==> config.mk <==
export PLATFORM = sky130hd
export DESIGN_NAME = mult_ctrl_flat
export DESIGN_NICKNAME = d
export VERILOG_FILES = /design/src/rtl/mult_ctrl_if.sv /design/src/rtl/mult_ctrl.sv /design/src/flat_wrapper.sv
export SDC_FILE = /design/constraint.sdc
export NUM_CORES = 1
export LEC_CHECK = 0
export CORE_MARGIN = 1.5
export CORE_UTILIZATION = 39
export DETAILED_ROUTE_END_ITERATION = 8
export DONT_BUFFER_PORTS = 1
export SYNTH_ARGS = -nofsm -noshare
export SYNTH_HDL_FRONTEND = slang
export SYNTH_SLANG_ARGS = --single-unit
==> constraint.sdc <==
create_clock -name clk -period 16.4 [get_ports clk]
set_input_delay 1.64 -clock clk [delete_from_list [all_inputs] [get_ports clk]]
set_output_delay 1.64 -clock clk [all_outputs]
set_load 0.02 [all_outputs]
==> src/rtl/mult_ctrl_if.sv <==
// Handshake and result bus between Decode/hazard logic and the multiply sequencer.
// Decode drives the request side (master); the sequencer drives status and HI/LO (slave).
interface mult_ctrl_if #(
  parameter int WIDTH = 32
);
  logic             start_multD;
  logic             signed_op;
  logic [WIDTH-1:0] srcA;
  logic [WIDTH-1:0] srcB;
  logic             abort;
  logic             mult_busy;
  logic             done;
  logic             hilo_we;
  logic [WIDTH-1:0] hi;
  logic [WIDTH-1:0] lo;

  modport master (
    output start_multD, signed_op, srcA, srcB, abort,
    input  mult_busy, done, hilo_we, hi, lo
  );

  modport slave (
    input  start_multD, signed_op, srcA, srcB, abort,
    output mult_busy, done, hilo_we, hi, lo
  );
endinterface

==> src/rtl/mult_ctrl.sv <==
// Iterative radix-2 shift-add multiplier for MULT/MULTU.
// It works on operand magnitudes, applies the sign at completion and writes HI/LO once.
module mult_ctrl #(
  parameter int WIDTH = 32,
  parameter int CNT_W = 6
) (
  input  logic       clk,
  input  logic       reset,
  mult_ctrl_if.slave bus
);

  typedef enum logic [1:0] {IDLE, RUN, DONE} state_t;

  state_t             stateQ;
  logic [CNT_W-1:0]   cntQ;
  logic [WIDTH-1:0]   mcandQ;
  logic [WIDTH-1:0]   mprQ;
  logic [WIDTH-1:0]   accQ;
  logic [WIDTH-1:0]   hiQ;
  logic [WIDTH-1:0]   loQ;
  logic               negQ;
  logic               doneQ;

  logic               startAccD;
  logic               negD;
  logic [WIDTH-1:0]   absAD;
  logic [WIDTH-1:0]   absBD;
  logic [WIDTH:0]     sumD;
  logic [2*WIDTH-1:0] prodD;
  logic [2*WIDTH-1:0] resultD;

  // A start can only land in IDLE or DONE, and abort always wins over it.
  assign startAccD = bus.start_multD & ~bus.abort & ((stateQ == IDLE) | (stateQ == DONE));
  assign negD      = bus.signed_op & (bus.srcA[WIDTH-1] ^ bus.srcB[WIDTH-1]);
  assign absAD     = (bus.signed_op & bus.srcA[WIDTH-1]) ? -bus.srcA : bus.srcA;
  assign absBD     = (bus.signed_op & bus.srcB[WIDTH-1]) ? -bus.srcB : bus.srcB;

  // One shift-add step; prodD is the full product after the final step.
  assign sumD    = {1'b0, accQ} + {1'b0, mcandQ & {WIDTH{mprQ[0]}}};
  assign prodD   = {sumD, mprQ[WIDTH-1:1]};
  assign resultD = negQ ? -prodD : prodD;

  always_ff @(posedge clk or posedge reset) begin
    if (reset) begin
      stateQ <= IDLE;
      cntQ   <= '0;
      mcandQ <= '0;
      mprQ   <= '0;
      accQ   <= '0;
      hiQ    <= '0;
      loQ    <= '0;
      negQ   <= 1'b0;
      doneQ  <= 1'b0;
    end else begin
      doneQ <= 1'b0;
      case (stateQ)
        IDLE, DONE: begin
          if (startAccD) begin
            mcandQ <= absAD;
            mprQ   <= absBD;
            accQ   <= '0;
            negQ   <= negD;
            cntQ   <= CNT_W'(WIDTH - 1);
            stateQ <= RUN;
          end else begin
            stateQ <= IDLE;
          end
        end
        RUN: begin
          if (bus.abort) begin
            stateQ <= IDLE;
          end else begin
            accQ <= sumD[WIDTH:1];
            mprQ <= {sumD[0], mprQ[WIDTH-1:1]};
            if (cntQ == '0) begin
              {hiQ, loQ} <= resultD;
              doneQ      <= 1'b1;
              stateQ     <= DONE;
            end else begin
              cntQ <= cntQ - CNT_W'(1);
            end
          end
        end
        default: stateQ <= IDLE;
      endcase
    end
  end

  // The stall must rise in the very cycle a start is accepted, so it stays combinational.
  assign bus.mult_busy = (stateQ == RUN) | startAccD;
  assign bus.done      = doneQ;
  assign bus.hilo_we   = doneQ;
  assign bus.hi        = hiQ;
  assign bus.lo        = loQ;

endmodule

==> src/flat_wrapper.sv <==
// flat-port wrapper written by rule: the top's interface ports become plain ports
module mult_ctrl_flat 
#(
  parameter int WIDTH = 32,
  parameter int CNT_W = 6
)
  (clk, reset, bus_start_multD, bus_signed_op, bus_srcA, bus_srcB, bus_abort, bus_mult_busy, bus_done, bus_hilo_we, bus_hi, bus_lo);
  mult_ctrl_if #(.WIDTH(WIDTH)) bus_i ();
  input  logic clk;
  input  logic reset;
  input wire logic [$bits(bus_i.start_multD)-1:0] bus_start_multD;
  input wire logic [$bits(bus_i.signed_op)-1:0] bus_signed_op;
  input wire logic [$bits(bus_i.srcA)-1:0] bus_srcA;
  input wire logic [$bits(bus_i.srcB)-1:0] bus_srcB;
  input wire logic [$bits(bus_i.abort)-1:0] bus_abort;
  output wire logic [$bits(bus_i.mult_busy)-1:0] bus_mult_busy;
  output wire logic [$bits(bus_i.done)-1:0] bus_done;
  output wire logic [$bits(bus_i.hilo_we)-1:0] bus_hilo_we;
  output wire logic [$bits(bus_i.hi)-1:0] bus_hi;
  output wire logic [$bits(bus_i.lo)-1:0] bus_lo;
  assign bus_i.start_multD = bus_start_multD;
  assign bus_i.signed_op = bus_signed_op;
  assign bus_i.srcA = bus_srcA;
  assign bus_i.srcB = bus_srcB;
  assign bus_i.abort = bus_abort;
  assign bus_mult_busy = bus_i.mult_busy;
  assign bus_done = bus_i.done;
  assign bus_hilo_we = bus_i.hilo_we;
  assign bus_hi = bus_i.hi;
  assign bus_lo = bus_i.lo;
  mult_ctrl #(.WIDTH(WIDTH), .CNT_W(CNT_W)) u_core (.clk(clk), .reset(reset), .bus(bus_i));
endmodule
==> reports/results.txt <==
WL/cell: 18.1 µm
DR pass1 iterations: 5
Final setup violation count: 0
Tightest Hold Check Type: reg -> reg
Fin nets: 1,449
Layout cell share with drive strength beyond 1: 5.09%
Worst-margin pin slew: 0.978 ns
Initial Util: 39.8%
RSZ-0062 raised after global routing: no
Tcrit/Tclk final: 33.0%
HPWL after detailed placement: 23.4 mm
R2R setup slack: 10.99 ns
Number of synthesized register bits: 170
Pin count of the biggest net entering global routing: 105
Register area share after synthesis: 37.2%
Worst Setup End Kind: register
Critical Path Most Common Cell: o21ai_1
Initial antenna violation count: 1
Die area: 30,400 µm²
DR vias/cell: 5.63
Cells along the critical path: and2_1, ha_1, fa_1, a211oi_1, o21ai_1, a211o_1, a2111oi_0, or4b_4, nor4_2, nand4_1, o41a_1, xnor2_1, o21ai_1
Final Hold Vio Count: 0
Global-route wire length before repair: 51.1 mm
CP bufs+invs: 0
Commonest non-fill, non-tap cells in the layout: nand2_1, dfrtp_1, o21ai_0, nor2_1, xor2_1
Top cell type's share of synthesized area: 37.2%
Crit-path max FO: 33
WP data required: 16.70 ns
Reg clk slew, reported paths: 0.07 ns
Post-synth top flop: dfrtp_1
Top Ports: 136
Crit path largest cell delay: 0.80 ns
PortBufs: 0
Die Ht: 174 µm
DR vias: 9,797
Setup CP Type: reg -> reg
Fmax: 185 MHz
GP Congestion: 0.897
# diodes: 0
Worst VDD drop: 83.5 µV
Mapped Area: 11,400 µm²
Core area: 28,800 µm²
Width of the die: 174 µm
Relative slew slack: 34.8%
Static leakage: 5.26 nW
Area leader, netlist: dfrtp_1
Total grt overflow: 0
Worst-case clock buffer depth: 2
Status: finished, final reports clean
Slowest CP cell: a2111oi_0
Drt drc: 0
Final ANT Viol Nets: 0
Power per Cell Area: 121 nW/µm²
Area Overhead vs Synth: 7.69%
Filler cells: 2,895
Root Buffer: clkbuf_16
Cts repair resizes: 0
Drt initial violations: 723
Post-synth ARST share: 100%
Sum Neg Setup Slack: 0 ns
Syn_area_per_cell: 8.25 µm²
Top cells by area, synth: dfrtp_1, nand2_1, o21ai_0
GRT Util Overall: 21.1%
Cells after Synth: 1,386
Syn nets: 1,493
Setup slack after layout: 10.99 ns
Clk sinks: 170
Post-synth EDFFs: 0
Max Slew Vio Count: 0
Clk_lat worst skew: 0.44 ns
Most common cell after layout, fill and taps aside: nand2_1
Clock Skews: 0.0114 ns
Count of different cell masters after synthesis: 78
Place WS: 11.15 ns
Post-CTS Setup Inserts: 0
Rows: 62
Max-cap violations: 0
Crit path time final: 5.41 ns
CTS H-tree depth: 4
Vias in the first global route: 9,131
Arr. time, crit path: 5.71 ns
Routed WL: 31.5 mm
CP Launch Type: register
CTS tree: done
# hold bufs at CTS: 0
Cts bufs inserted: 17
Ys Warns: 0
Delay-heaviest family, CP: compound AO/OA/AOI/OAI gates
[worst register-to-register path, stage by stage, from the launching register on]
cell and delay, ns:
dfrtp_1 0.70, and2_1 0.34, ha_1 0.21, fa_1 0.43, a211oi_1 0.26, o21ai_1 0.28
a211o_1 0.35, a2111oi_0 0.80, or4b_4 0.58, nor4_2 0.42, nand4_1 0.27, o41a_1 0.40
xnor2_1 0.15, o21ai_1 0.07
[cell usage after synthesis (4+ instances only)]
master and n:
o21ai_0 157, nand3_1 20, xor2_1 87, a21o_1 12, nand2_1 214, dfrtp_1 170, xnor2_1 46, nor3_1 25
a22oi_1 4, or4_1 11, o21a_1 6, a31oi_1 12, nor4_1 12, clkbuf_1 68, ha_1 37, o31ai_1 20
o21bai_1 4, or2_2 8, inv_1 25, nor2_1 103, a22o_1 26, o211ai_1 11, nand2b_1 8, or3_1 19
o21ai_1 43, o41ai_1 8, and2_1 45, a21oi_1 80, a211oi_1 6, nand4_1 9, and3_1 11
[per-stage QoR]
step | instances | total power, W | util (%) | instance area [µm²] | hold slack [ns]
after floorplan | 1386 | 0.000950 | - | 11400 | 0.430
after global placement | 1707 | 0.00109 | 40.8 | 11700 | 0.453
after detailed placement | 1707 | 0.00109 | 40.8 | 11700 | 0.458
after global routing | 1739 | 0.00159 | 42.8 | 12300 | 0.491
after CTS | 1739 | 0.00150 | 42.8 | 12300 | 0.476
final | 1739 | 0.00150 | 42.8 | 12300 | 0.471
[state kept, by name (all words and copies together), names as in the netlist]
signal and count:
u_core.bus.done 1, u_core.accQ 32, u_core.negQ 1, u_core.mprQ 32, u_core.bus.lo 32, u_core.cntQ 6, u_core.mcandQ 32, u_core.stateQ 2
u_core.bus.hi 32
[power breakdown]
| group | internal [W] | switching [W] | total [W] |
|---|---|---|---|
| logic | 0.000200 | 0.000333 | 0.000534 |
| clock network | 0.000217 | 0.000188 | 0.000406 |
| registers | 0.000482 | 0.0000743 | 0.000556 |
[layout make-up]
type / instances / area (µm²) / share of cell area (%)
inverter: 26 / 103 / 0.833
sequential: 170 / 4250 / 34.5
multi-input combinational: 1118 / 6840 / 55.5
tap: 384 / 480 / 3.90
clock buffer: 19 / 443 / 3.59
clock inverter: 13 / 133 / 1.08
timing repair buffer: 9 / 67.6 / 0.548
[final timing paths]
check,depth (start not counted),startpoint,to
max in group asynchronous,2,reset,u_core.mcandQ[15]$_DFFE_PP0P_
min in group asynchronous,1,reset,u_core.bus.lo[12]$_DFFE_PP0P_
setup reg to reg,13,u_core.mprQ[0]$_DFFE_PP0P_,u_core.bus.hi[28]$_DFFE_PP0P_
hold reg to reg,2,u_core.mcandQ[24]$_DFFE_PP0P_,u_core.mcandQ[24]$_DFFE_PP0P_
setup / recovery,13,u_core.mprQ[0]$_DFFE_PP0P_,u_core.bus.hi[28]$_DFFE_PP0P_
hold / removal,2,u_core.mcandQ[24]$_DFFE_PP0P_,u_core.mcandQ[24]$_DFFE_PP0P_
[routing by layer]
layer	vias to the layer above	GRT usage [%]	routed length [µm]
met5	-	0	0
met4	0	6.61	726
met3	39	3.89	1650
met2	224	30.6	13200
met1	4690	31.6	15800
li1	4844	-	-
[cells by family after synthesis]
kind of cell	Yosys count	synth area share, %
adder cells (fa/ha/maj)	38	4.22
AND/OR/NAND/NOR	513	21.7
AO/OA/AOI/OAI	431	23.3
XOR/XNOR	133	10.2
buffers and inverters	98	3.25
flip-flops	170	37.2
multiplexers	3	0.262
(Power assumes the default switching activity.)
